==> src/rtl/blast_ddr_rd_sched_if.sv <==
// ---------------------------------------------------------------------------
// blast_ddr_rd_sched_if
//
// Bundles every non-clock/reset signal of the BLAST DDR read scheduler.
//
// Client side:
//   req_valid   [NCH]         per-client line-read request
//   req_addr    [NCH*ADDR_W]  per-client byte address, client i at [i*ADDR_W +: ADDR_W]
//   req_ready   [NCH]         per-client accept, at most one bit high
//   rsp_valid   [NCH]         one-cycle response pulse to the owning client
//   rsp_data    [DATA_W]      response line shared by all clients
// DDR side:
//   ddr_rd                    read request, held until accepted
//   ddr_rd_addr [ADDR_W]      line-aligned read address
//   ddr_accept                DDR takes the request when ddr_rd && ddr_accept
//   ddr_rd_valid              in-order read response valid
//   ddr_rd_data [DATA_W]      read response line
// Status:
//   outstanding               reads issued but not yet answered
//   err_unexp                 sticky flag: response seen with nothing outstanding
//
// Modports: slave = the scheduler, master = the environment driving it.
// ---------------------------------------------------------------------------
interface blast_ddr_rd_sched_if #(
    parameter int DATA_W    = 512,
    parameter int ADDR_W    = 32,
    parameter int NCH       = 4,
    parameter int TAG_DEPTH = 8
);
    localparam int OCC_W = $clog2(TAG_DEPTH) + 1;

    logic [NCH-1:0]        req_valid;
    logic [NCH*ADDR_W-1:0] req_addr;
    logic [NCH-1:0]        req_ready;
    logic [NCH-1:0]        rsp_valid;
    logic [DATA_W-1:0]     rsp_data;

    logic                  ddr_rd;
    logic [ADDR_W-1:0]     ddr_rd_addr;
    logic                  ddr_accept;
    logic                  ddr_rd_valid;
    logic [DATA_W-1:0]     ddr_rd_data;

    logic [OCC_W-1:0]      outstanding;
    logic                  err_unexp;

    modport slave (
        input  req_valid, req_addr, ddr_accept, ddr_rd_valid, ddr_rd_data,
        output req_ready, rsp_valid, rsp_data, ddr_rd, ddr_rd_addr,
               outstanding, err_unexp
    );

    modport master (
        output req_valid, req_addr, ddr_accept, ddr_rd_valid, ddr_rd_data,
        input  req_ready, rsp_valid, rsp_data, ddr_rd, ddr_rd_addr,
               outstanding, err_unexp
    );
endinterface

==> src/rtl/blast_ddr_rd_sched.sv <==
// ---------------------------------------------------------------------------
// blast_ddr_rd_sched
//
// DDR read scheduler for the BLAST datapath. Arbitrates line-read requests
// from NCH clients (client 0 = expand fetcher, others = hit-scan stream
// engines) onto the single DDR read port, keeps up to TAG_DEPTH reads in
// flight, and steers each in-order DDR response back to the client that
// issued it.
//
// Parameters:
//   DATA_W     DDR line width in bits (multiple of 8)
//   ADDR_W     byte address width
//   NCH        number of clients, 2..8
//   TAG_DEPTH  maximum outstanding reads, power of two >= 2
//   PRIO_CH0   1: client 0 has strict priority, 0: pure round-robin
//
// Ports:
//   clk        clock
//   rst        synchronous active-high reset
//   bus        blast_ddr_rd_sched_if.slave (client, DDR and status signals)
// ---------------------------------------------------------------------------
module blast_ddr_rd_sched #(
    parameter int DATA_W    = 512,
    parameter int ADDR_W    = 32,
    parameter int NCH       = 4,
    parameter int TAG_DEPTH = 8,
    parameter int PRIO_CH0  = 1
) (
    input  logic                  clk,
    input  logic                  rst,
    blast_ddr_rd_sched_if.slave   bus
);

    localparam int IDW   = (NCH > 1) ? $clog2(NCH) : 1;
    localparam int PW    = $clog2(TAG_DEPTH);
    localparam int OCC_W = PW + 1;
    localparam int OFF_W = $clog2(DATA_W / 8);

    // Clears the byte-within-line bits so DDR always sees a line address.
    localparam logic [ADDR_W-1:0] LINE_MASK = ~ADDR_W'((64'd1 << OFF_W) - 64'd1);
    localparam logic [OCC_W-1:0]  OCC_FULL  = OCC_W'(TAG_DEPTH);

    // -----------------------------------------------------------------------
    // Issue FSM: IDLE may accept a client request, ISSUE holds ddr_rd high
    // until the DDR handshake. Being registered, ddr_rd blocks a new accept
    // in the cycle right after a grant, which caps issue at one per 2 cycles.
    // -----------------------------------------------------------------------
    typedef enum logic {
        ST_IDLE  = 1'b0,
        ST_ISSUE = 1'b1
    } issueState_t;

    issueState_t stateReg, stateNext;

    // Registered state
    logic [IDW-1:0]    rrPtrReg;
    logic [PW-1:0]     headPtrReg;
    logic [PW-1:0]     tailPtrReg;
    logic [OCC_W-1:0]  occReg;
    logic [ADDR_W-1:0] ddrAddrReg;
    logic [NCH-1:0]    rspValidReg;
    logic [DATA_W-1:0] rspDataReg;
    logic              errReg;

    // Order FIFO: client ID of every read still waiting for its response.
    logic [IDW-1:0]    orderMem [TAG_DEPTH];

    // Combinational helpers
    logic [NCH-1:0][ADDR_W-1:0] reqAddrArr;
    logic [NCH-1:0][IDW-1:0]    candIdx;
    logic [NCH-1:0]             candValid;
    logic [NCH-1:0]             headOneHot;
    logic                       grantValid;
    logic [IDW-1:0]             grantIdx;
    logic [IDW-1:0]             rrPtrNext;
    logic [ADDR_W-1:0]          alignedAddr;
    logic                       canAccept;
    logic                       doPush;
    logic                       doPop;
    logic                       unexpRsp;

    // -----------------------------------------------------------------------
    // Per-client slicing and round-robin candidate ordering.
    // candIdx[k] is the client examined k-th in the rotation starting at
    // rrPtrReg; the sum is at most 2*NCH-2, so one conditional subtract
    // performs the modulo even for NCH that is not a power of two.
    // -----------------------------------------------------------------------
    generate
        for (genvar gi = 0; gi < NCH; gi++) begin : g_client
            logic [IDW:0] candSum;

            assign reqAddrArr[gi] = bus.req_addr[gi*ADDR_W +: ADDR_W];
            assign candSum        = {1'b0, rrPtrReg} + (IDW+1)'(gi);
            assign candIdx[gi]    = (candSum >= (IDW+1)'(NCH))
                                  ? IDW'(candSum - (IDW+1)'(NCH))
                                  : candSum[IDW-1:0];
            assign candValid[gi]  = bus.req_valid[candIdx[gi]];

            assign bus.req_ready[gi] = canAccept && (grantIdx == IDW'(gi));
            assign headOneHot[gi]    = (orderMem[headPtrReg] == IDW'(gi));
        end
    endgenerate

    // -----------------------------------------------------------------------
    // Grant selection from registered state only (rrPtrReg).
    // -----------------------------------------------------------------------
    always_comb begin
        grantValid = 1'b0;
        grantIdx   = '0;
        if ((PRIO_CH0 != 0) && bus.req_valid[0]) begin
            grantValid = 1'b1;
            grantIdx   = '0;
        end else begin
            for (int k = 0; k < NCH; k++) begin
                if (!grantValid && candValid[k]) begin
                    grantValid = 1'b1;
                    grantIdx   = candIdx[k];
                end
            end
        end
    end

    // Occupancy is the registered count, so a pop in a full cycle does not
    // open a same-cycle accept. Ready is forced low while in reset because
    // registered state is meaningless before the first reset edge.
    assign canAccept = !rst && grantValid && (stateReg == ST_IDLE) && (occReg < OCC_FULL);
    assign doPush    = canAccept;
    assign doPop     = bus.ddr_rd_valid && (occReg != '0);
    assign unexpRsp  = bus.ddr_rd_valid && (occReg == '0);

    // rrPtr moves past the winner even when client 0 won on priority.
    assign rrPtrNext   = (grantIdx == IDW'(NCH - 1)) ? '0 : grantIdx + 1'b1;
    assign alignedAddr = reqAddrArr[grantIdx] & LINE_MASK;

    // -----------------------------------------------------------------------
    // Issue FSM
    // -----------------------------------------------------------------------
    always_ff @(posedge clk) begin
        if (rst) begin
            stateReg <= ST_IDLE;
        end else begin
            stateReg <= stateNext;
        end
    end

    always_comb begin
        stateNext = stateReg;
        case (stateReg)
            ST_IDLE: begin
                if (canAccept) begin
                    stateNext = ST_ISSUE;
                end
            end
            ST_ISSUE: begin
                if (bus.ddr_accept) begin
                    stateNext = ST_IDLE;
                end
            end
            default: stateNext = ST_IDLE;
        endcase
    end

    // -----------------------------------------------------------------------
    // Datapath, FIFO pointers, occupancy and response register
    // -----------------------------------------------------------------------
    always_ff @(posedge clk) begin
        if (rst) begin
            rrPtrReg    <= '0;
            headPtrReg  <= '0;
            tailPtrReg  <= '0;
            occReg      <= '0;
            ddrAddrReg  <= '0;
            rspValidReg <= '0;
            rspDataReg  <= '0;
            errReg      <= 1'b0;
        end else begin
            if (doPush) begin
                ddrAddrReg <= alignedAddr;
                rrPtrReg   <= rrPtrNext;
                tailPtrReg <= tailPtrReg + 1'b1;
            end

            if (doPop) begin
                headPtrReg <= headPtrReg + 1'b1;
                rspDataReg <= bus.ddr_rd_data;
            end

            // Responses cannot be stalled, so rsp_valid is a plain one-cycle pulse.
            rspValidReg <= doPop ? headOneHot : '0;

            case ({doPush, doPop})
                2'b10:   occReg <= occReg + 1'b1;
                2'b01:   occReg <= occReg - 1'b1;
                default: occReg <= occReg;
            endcase

            if (unexpRsp) begin
                errReg <= 1'b1;
            end
        end
    end

    // FIFO storage has no reset; entries are only read behind a valid push.
    always_ff @(posedge clk) begin
        if (doPush) begin
            orderMem[tailPtrReg] <= grantIdx;
        end
    end

    // -----------------------------------------------------------------------
    // Outputs
    // -----------------------------------------------------------------------
    assign bus.ddr_rd      = (stateReg == ST_ISSUE);
    assign bus.ddr_rd_addr = ddrAddrReg;
    assign bus.rsp_valid   = rspValidReg;
    assign bus.rsp_data    = rspDataReg;
    assign bus.outstanding = occReg;
    assign bus.err_unexp   = errReg;

endmodule
==> src/flat_wrapper.sv <==
// flat-port wrapper written by rule: the top's interface ports become plain ports
module blast_ddr_rd_sched_flat 
#(
    parameter int DATA_W    = 512,
    parameter int ADDR_W    = 32,
    parameter int NCH       = 4,
    parameter int TAG_DEPTH = 8,
    parameter int PRIO_CH0  = 1
)
  (clk, rst, bus_req_valid, bus_req_addr, bus_ddr_accept, bus_ddr_rd_valid, bus_ddr_rd_data, bus_req_ready, bus_rsp_valid, bus_rsp_data, bus_ddr_rd, bus_ddr_rd_addr, bus_outstanding, bus_err_unexp);
  blast_ddr_rd_sched_if #(.DATA_W(DATA_W), .ADDR_W(ADDR_W), .NCH(NCH), .TAG_DEPTH(TAG_DEPTH)) bus_i ();
  input  logic clk;
  input  logic rst;
  input wire logic [$bits(bus_i.req_valid)-1:0] bus_req_valid;
  input wire logic [$bits(bus_i.req_addr)-1:0] bus_req_addr;
  input wire logic [$bits(bus_i.ddr_accept)-1:0] bus_ddr_accept;
  input wire logic [$bits(bus_i.ddr_rd_valid)-1:0] bus_ddr_rd_valid;
  input wire logic [$bits(bus_i.ddr_rd_data)-1:0] bus_ddr_rd_data;
  output wire logic [$bits(bus_i.req_ready)-1:0] bus_req_ready;
  output wire logic [$bits(bus_i.rsp_valid)-1:0] bus_rsp_valid;
  output wire logic [$bits(bus_i.rsp_data)-1:0] bus_rsp_data;
  output wire logic [$bits(bus_i.ddr_rd)-1:0] bus_ddr_rd;
  output wire logic [$bits(bus_i.ddr_rd_addr)-1:0] bus_ddr_rd_addr;
  output wire logic [$bits(bus_i.outstanding)-1:0] bus_outstanding;
  output wire logic [$bits(bus_i.err_unexp)-1:0] bus_err_unexp;
  assign bus_i.req_valid = bus_req_valid;
  assign bus_i.req_addr = bus_req_addr;
  assign bus_i.ddr_accept = bus_ddr_accept;
  assign bus_i.ddr_rd_valid = bus_ddr_rd_valid;
  assign bus_i.ddr_rd_data = bus_ddr_rd_data;
  assign bus_req_ready = bus_i.req_ready;
  assign bus_rsp_valid = bus_i.rsp_valid;
  assign bus_rsp_data = bus_i.rsp_data;
  assign bus_ddr_rd = bus_i.ddr_rd;
  assign bus_ddr_rd_addr = bus_i.ddr_rd_addr;
  assign bus_outstanding = bus_i.outstanding;
  assign bus_err_unexp = bus_i.err_unexp;
  blast_ddr_rd_sched #(.DATA_W(DATA_W), .ADDR_W(ADDR_W), .NCH(NCH), .TAG_DEPTH(TAG_DEPTH), .PRIO_CH0(PRIO_CH0)) u_core (.clk(clk), .rst(rst), .bus(bus_i));
endmodule
==> config.mk <==
export PLATFORM = sky130hd
export DESIGN_NAME = blast_ddr_rd_sched_flat
export DESIGN_NICKNAME = d
export VERILOG_FILES = /design/src/rtl/blast_ddr_rd_sched_if.sv /design/src/rtl/blast_ddr_rd_sched.sv /design/src/flat_wrapper.sv
export SDC_FILE = /design/constraint.sdc
export NUM_CORES = 1
export LEC_CHECK = 0
export ABC_AREA = 1
export CAP_MARGIN = 20
export CORE_AREA = 2 2 476 478
export DETAILED_ROUTE_END_ITERATION = 8
export DIE_AREA = 0 0 478 480
export HOLD_SLACK_MARGIN = 0.02
export PLACE_DENSITY = 0.3
export RECOVER_POWER = 25
export SLEW_MARGIN = 0
export SYNTH_ARGS = -nofsm -noshare
export SYNTH_HDL_FRONTEND = slang
export SYNTH_SLANG_ARGS = --single-unit
==> constraint.sdc <==
create_clock -name clk -period 2.3 [get_ports clk]
set_input_delay 0.345 -clock clk [delete_from_list [all_inputs] [get_ports clk]]
set_output_delay 0.345 -clock clk [all_outputs]
set_load 0.01 [all_outputs]
==> parameters.txt, run 1 <==
Parameter                              Value

Placed design
  RePlAce Congestion    0.826
  Buffers on Ports    1175
  Setup slack at placement    -0.692 ns
  Placed insts    a little under 7k
  Placed wire-length estimate    about 130000 um

Power and ir drop
  VDD IR max    around 0.00085 V
  P_sw    between 20000 and 25000 uW
  Combinational cell fraction of total power    0.447
  Proportion of power drawn by the clock network    0.264
  Switching power share of the total    0.401
  Pwr/cell area    about 1300 nW/um^2
  Total power    ~53000 uW
  Portion of total power attributed to sequential cells    0.289
  Internal cell power    around 31000 uW
  Leakage power    roughly 0.015 uW

CTS
  CTS tree    yes
  Library cell used as clock root buffer    sky130_fd_sc_hd__clkbuf_16
  Total number of H-tree levels    3
  Clock latency on the worst-skew pair    around 0.7 ns
  Count of hold-fix buffers inserted at cts    0
  Clock Path Buffers    3
  Clock Sink Count    575
  Num CTS Buffers    84
  CTS clk-pin slew, worst paths    approximately 0.06 ns

Drt
  Wirelength per Cell    23.2 um
  Detailed-route vias per instance    3.34
  DR iter-0 viols    981
  Remaining antenna violation count    0
  Total wire length after detailed routing    between 150000 and 200000 um
  Number of remaining DRC errors    0
  Drt pass-1 iters    5
  Total via count after detailed routing    ~23k

Yosys
  Largest cells by area after synthesis    sky130_fd_sc_hd__dfxtp_1 (53%), sky130_fd_sc_hd__nor2_1 (19%), sky130_fd_sc_hd__o21ai_0 (13%)
  Number of storage elements in the synthesis netlist    about 580
  Share of flip-flops with an asynchronous set or reset after synthesis    0
  Sequential-to-total area share from yosys stat    0.549
  Number of warnings reported in the yosys synthesis log    0
  Number of enable flip-flop cells after synthesis    16
  Commonest cells in the synthesized netlist    sky130_fd_sc_hd__nor2_1 (1057), sky130_fd_sc_hd__dfxtp_1 (559), sky130_fd_sc_hd__o21ai_0 (533)
  Area share of the leading cell type in the synthesized netlist    0.527
  Xor and xnor area share after synthesis    0.000825
  Leading area contributor after synthesis    sky130_fd_sc_hd__dfxtp_1
  Leading register cell type out of synthesis    sky130_fd_sc_hd__dfxtp_1
  Multiplexer share of the synthesized area    0
  Synthesized area divided by synthesized cell count    7.71 um^2
  Simple-gate share of the synthesized area    0.263
  Post-synthesis compound-gate area fraction    0.131
  Number of distinct library cell variants in the gate-level netlist after synthesis    35
  Gate count after technology mapping    2756
  Syn Std Cell Area    between 20000 and 25000 um^2
  Post-synthesis adder-cell area fraction    0.00530
  Main combinational cell family by area after synthesis    simple AND/OR/NAND/NOR gates
  Count leader, synth    sky130_fd_sc_hd__nor2_1

Worst setup path
  Type of element capturing the critical path    output port
  Worst setup SP type    register
  Worst-path maximum fanout    7
  Worst r2r path cells    7
  Slack of the worst reg-to-reg path    -0.28 ns
  Worst EP arrival    around 2.5 ns
  Capture instance of the worst register-to-register path    u_core.bus.rsp_data[433]
  Endpoint required time on the critical path    between 1.5 and 2 ns
  Critical R2R Launch    u_core.bus.outstanding[3]
  Crit path kind    reg -> out

Global route
  Total global routing track utilization    0.137
  Global-route met1 utilization    0.153
  Maximum number of pins on one net before global-route repair    133
  Most Used Layer, Global Route    met2
  Met3 Usage GRT    0.0791
  Global-route wire length before repair    ~220000 um
  Fraction of met2 tracks used by global routing    0.223
  Vias in the first global route    around 24k
  Total grt overflow    0
  Number of antenna violations at the first check in global routing    between 80 and 90

Min path
  Terminating pin of the worst hold path    u_core.bus.rsp_data[116]
  Worst hold start    bus_ddr_rd_data[116]
  Class of the tightest hold or removal check    in -> reg
  Min-Delay Path Depth    3

Timing
  Post-route minimum period    around 2.8 ns
  Setup TNS after final layout    -16.13 ns
  Fin. Hold Viols    0
  Clk_skew    0.0392 ns
  Setup repair after global routing missed its margin    yes
  Worst hold slack    approximately 0.25 ns
  Worst-margin pin slew    between 0.9 and 1 ns
  Total setup violations reported at the end of the flow    ~170
  Tightest slew margin relative to the limit    0.397
  Final Cycle Share    1.23
  Max-slew violation count    0
  Setup slack of the critical path after layout    -0.520 ns
  Fmax    0.355 GHz

Floorplan
  Number of primary I/O pins    1206
  Standard-cell rows    174
  Floorplan core area    approximately 220000 um^2
  Height of the die    about 480 um
  Initial Utilization    0.0948
  X dimension of the die    ~480 um
  Die area    approximately 230000 um^2

Finish
  Area delta synth->final    89.9%
  Share of final-layout standard cells stronger than drive strength 1    0.0926
  Total number of nets in the final design    4615
  Final standard cell count with taps included and fillers excluded    approximately 7k
  Fillers    approximately 25k

Outcome
  Failing checks    negative setup slack
  Outcome    complete, but fails checks

Flow run
  Number of max-cap violations    0
==> worst max path at each step <==
stage                  startpoint                         to  depth (start not counted)
4_1_cts        u_core.rrPtrReg[0]           bus_req_ready[3]                         14
6_report       u_core.rrPtrReg[0]           bus_req_ready[1]                         16
3_3_place_gp     bus_req_valid[2]           bus_req_ready[3]                         15
5_1_grt        u_core.rrPtrReg[0]           bus_req_ready[1]                         16
3_5_place_dp     bus_req_valid[2]           bus_req_ready[3]                         15
2_1_floorplan  u_core.rrPtrReg[0]  u_core.bus.outstanding[3]                         19
==> placed cells by master, fill, tap and decap left out, types with 11 or more instances in the layout <==
master | synthesis | final
sky130_fd_sc_hd__inv_1 | 31 | 23
sky130_fd_sc_hd__nand3_1 | 145 | 142
sky130_fd_sc_hd__dlymetal6s2s_1 | 0 | 15
sky130_fd_sc_hd__buf_12 | 2 | 21
sky130_fd_sc_hd__nand2_2 | 10 | 16
sky130_fd_sc_hd__dfxtp_1 | 559 | 557
sky130_fd_sc_hd__nand2_1 | 125 | 110
sky130_fd_sc_hd__clkbuf_1 | 148 | 26
sky130_fd_sc_hd__edfxtp_1 | 16 | 16
sky130_fd_sc_hd__clkbuf_8 | 0 | 16
sky130_fd_sc_hd__nand3_2 | 22 | 23
sky130_fd_sc_hd__buf_4 | 9 | 114
sky130_fd_sc_hd__nor2_1 | 1057 | 1050
sky130_fd_sc_hd__a21oi_1 | 13 | 11
sky130_fd_sc_hd__diode_2 | 0 | 11
sky130_fd_sc_hd__dlygate4sd2_1 | 0 | 32
sky130_fd_sc_hd__clkdlybuf4s50_1 | 0 | 1118
sky130_fd_sc_hd__o21ai_0 | 533 | 528
sky130_fd_sc_hd__clkinv_2 | 0 | 12
sky130_fd_sc_hd__clkbuf_16 | 0 | 84
==> area by class of cell <==
| class | count | area (um^2) | share of cell area |
|---|---|---|---|
| antenna | 11 | 27.5 | 0.000682 |
| clock buffer | 120 | 2400 | 0.0594 |
| clock inverter | 34 | 488 | 0.0121 |
| inverter | 37 | 166 | 0.00413 |
| multi-input combinational | 1941 | 8760 | 0.217 |
| sequential | 575 | 11700 | 0.290 |
| tap | 2992 | 3740 | 0.0928 |
| timing repair buffer | 1319 | 13100 | 0.324 |
==> cell families after synthesis <==
family          after synthesis
simple gates               1372
flops                       575
compound gates              552
buf+inv                     245
fa+ha+maj                     9
xor+xnor                      2
other cells                   1
==> power by group through the flow <==
| stage | clock [uW] | sequential [uW] | combinational (uW) |
|---|---|---|---|
| finish | 13900 | 15200 | 23500 |
| global route | 14900 | 15700 | 25900 |
| CTS | 14700 | 15300 | 24300 |
| detailed placement | 0 | 15400 | 23800 |
| global placement | 0 | 15300 | 23900 |
| floorplan | 0 | 16600 | 8400 |
==> stage by stage <==
step	area [um^2]	util
6_report	40300	0.180
5_1_grt	40300	0.180
4_1_cts	40300	0.180
3_5_place_dp	37100	0.166
3_3_place_gp	37100	0.166
2_1_floorplan	21300	-
==> registers in the layout, summed over array words and instances (netlist names), named ones only <==
register / flops
u_core.bus.ddr_rd: 1
u_core.bus.outstanding: 4
u_core.bus.rsp_data: 512
u_core.orderMem: 16
u_core.bus.err_unexp: 1
u_core.tailPtrReg: 3
u_core.bus.rsp_valid: 4
u_core.bus.ddr_rd_addr: 26
u_core.rrPtrReg: 2
u_core.headPtrReg: 3
==> worst max-delay path: stages (launching register included) <==
cell                      delay, ns
sky130_fd_sc_hd__dfxtp_4       0.38
sky130_fd_sc_hd__buf_8         0.13
sky130_fd_sc_hd__nand2_1       0.07
sky130_fd_sc_hd__nand2_2       0.10
sky130_fd_sc_hd__nand2_1       0.06
sky130_fd_sc_hd__nand2_1       0.07
sky130_fd_sc_hd__nand2_2       0.05
sky130_fd_sc_hd__nand2_1       0.05
sky130_fd_sc_hd__nand2_1       0.05
sky130_fd_sc_hd__nand2_2       0.13
sky130_fd_sc_hd__nand2_8       0.08
sky130_fd_sc_hd__inv_6         0.06
sky130_fd_sc_hd__buf_6         0.10
sky130_fd_sc_hd__ha_4          0.12
sky130_fd_sc_hd__inv_2         0.04
sky130_fd_sc_hd__nor2_4        0.13
sky130_fd_sc_hd__buf_12        0.13
==> per-layer routing <==
metal / up-vias / wire length, um / part of all wire
met1: 10827 / 64800 / 0.40
met5: - / 441 / 0.0027
met2: 978 / 74400 / 0.46
met4: 74 / 3630 / 0.022
met3: 258 / 20000 / 0.12
li1: 11324 / - / -
==> repair_timing <==
action / in CTS / in global routing
setup buffers: 9 / 2
pin swaps: 33 / 13
endpoints found under the setup margin: 53 / 46
resized for setup: 115 / 30
Note: power is estimated with default switching activity, not from simulation.
==> run 2, diff against run 1 <==
Settings changed: CAP_MARGIN 20 to unset.
==> results of run 2 <==
Final layout, timing and power as in run 1 (identical DEF).
==> patch: new RTL, flow settings as in run 1 <==
`NCH` is set to 4 in 3 places; all go to 2.
--- a/src/rtl/blast_ddr_rd_sched_if.sv
+++ b/src/rtl/blast_ddr_rd_sched_if.sv
@@ -24,7 +24,7 @@
 interface blast_ddr_rd_sched_if #(
     parameter int DATA_W    = 512,
     parameter int ADDR_W    = 32,
-    parameter int NCH       = 4,
+    parameter int NCH       = 2,
     parameter int TAG_DEPTH = 8
 );
     localparam int OCC_W = $clog2(TAG_DEPTH) + 1;
--- a/src/rtl/blast_ddr_rd_sched.sv
+++ b/src/rtl/blast_ddr_rd_sched.sv
@@ -22,7 +22,7 @@
 module blast_ddr_rd_sched #(
     parameter int DATA_W    = 512,
     parameter int ADDR_W    = 32,
-    parameter int NCH       = 4,
+    parameter int NCH       = 2,
     parameter int TAG_DEPTH = 8,
     parameter int PRIO_CH0  = 1
 ) (
--- a/src/flat_wrapper.sv
+++ b/src/flat_wrapper.sv
@@ -3,7 +3,7 @@
 #(
     parameter int DATA_W    = 512,
     parameter int ADDR_W    = 32,
-    parameter int NCH       = 4,
+    parameter int NCH       = 2,
     parameter int TAG_DEPTH = 8,
     parameter int PRIO_CH0  = 1
 )
Interface: changed (resized bus_req_addr, bus_req_ready, bus_req_valid and bus_rsp_valid); port bits go from 1206 to 1136. No check against the original RTL was run, so the function may have changed too.
==> patch against run 1 <==
Global-route usage decreased by 3.1 points. Sequential share of layout area rose by 1.1 points. Setup slack better by 610 ps. Sequential cell count fell by 12. Cell count is 3.9% lower. Design area down 6.2%. Synthesized area decreased by 6.3%. Synthesized cell count shrank 7.2%. Fmax up 28%. Routed wire length down 22%. Clock skew decreased by 18 ps. Power shrank 18%.
==> patch: results (changes against run 1) <==
first-pass GRT wire length 174.0 mm (-19%); GP Congestion 0.8246 (-0.22%); ys async rst share 0% (unchanged); post-detail-place hpwl 97.99 mm (-25%); pre-CTS setup slack -314.9 ps (+377.1 ps); vias per cell 3.159 (-5.4%); Post-DP Area 35080 sq um (-5.5%); Peak VDD IR 0.4902 mV (-42%); WL/cell 18.93 um (-19%); main flop type after synthesis dfxtp_1; Final #Nets 4284 (-7.2%); pwr/cell area 1139 nW/um^2 (-13%); post-synthesis xor/xnor area fraction 0.08799% (+0.0055 points); CTS Buf Count 81 (-3.6%); adder-cell share of the synthesized area 0.3142% (-0.22 points); DRT iter0 DRCs 980 (-0.10%); Pleak 13.57 nW (-11%); antenna violations before repair 28 (-68%); TNS Setup 0 ps (+16130 ps); H-tree depth 3 (unchanged); Compound-Gate Fraction of Synth Area 14.19% (+1.1 points); vias in the first global route 21760 (-7.8%); DRT Pass-1 Iters 5 (unchanged); post-synthesis mux area share 0% (unchanged); largest net degree at the start of global routing 176 (+32%); worst skew pair latency 680 ps (-40 ps); post-synthesis cell type count 32 (-8.6%); post-synthesis area per instance 7.783 sq um (+0.96%); FILL cells 25440 (+0.62%); Setup Skew 21.43 ps (-17.80 ps); CP Max Fanout 23 (+16); sequential element share of the synthesized area 57.02% (+2.1 points); Total GRT Usage 10.60% (-3.1 points); Yosys warnings 0 (unchanged); Worst Max-Slew Pin Slew 1037 ps (+132.8 ps); Clock transition at path regs 60 ps (about the same); vias after detailed routing 21340 (-9.1%); fraction of layout cells with a size suffix above 1 6.658% (-2.6 points); Post-synth EDFFs 8 (-8); synth cell count leaders nand2_1, dfxtp_1, a21oi_1; top cells by area, synth dfxtp_1, nand2_1, a21oi_1; Post-Place Cells 6601 (-3.7%); PortBufs 1117 (-4.9%); status finished clean; Worst Path Arrival 2830 ps (+360 ps)
patch: routing by layer:
metal	GRT usage [%]	up-vias	part of all wire (%)
li1	-	10490	-
met1	11.75	9727	39
met2	17.26	897	46
met3	5.355	187	11
met4	4.049	40	2.9
met5	0	-	0.20
patch: report_power, final:
group	internal (mW)	switching, mW
sequential	12.3	1.35
clock	7.66	5.30
combinational	7.36	9.14
patch: worst max-delay path: stages:
cell           delay, ps
dlygate4sd3_1        620
inv_1                 70
nor2_1               250
clkbuf_1             810
nand2_1              300
nand2_1              210
nand2_1               90
a21oi_1              140
patch: timing repair:
| item | 4_1_cts | 5_1_grt |
|---|---|---|
| setup endpoints to repair | 2 | 120 |
| gates cloned | 0 | 2 |
| pin swaps | 2 | 1 |
| endpoints found under the hold margin | 10 | 0 |
| buffers inserted | 2 | 0 |
| gates resized for setup | 20 | 5 |
| hold buffers | 1 | 0 |
patch: area by class of cell:
type                    instances  area share [%]
repair buffers               1244           32.76
flip-flops and latches        563           30.02
multi-input cells            1785           19.95
well taps                    2992           9.899
clock buffers                 115           6.068
clock inverters                26           1.019
inverters                      22          0.2382
diodes                          8         0.05293
patch: final timing paths:
check,from,cells after the start,endpoint,slack (ps)
worst max-delay path,bus_req_valid[1],8,u_core.bus.ddr_rd_addr[29]$_SDFFE_PP0P_,90
worst min-delay path,bus_ddr_rd_data[142],3,u_core.bus.rsp_data[142]$_SDFFE_PP0N_,190
worst max register to register,u_core.bus.ddr_rd$_SDFF_PP0_,10,u_core.orderMem[0]$_DFFE_PP_,150
worst min register to register,u_core.bus.err_unexp$_SDFFE_PP0P_,2,u_core.bus.err_unexp$_SDFFE_PP0P_,460
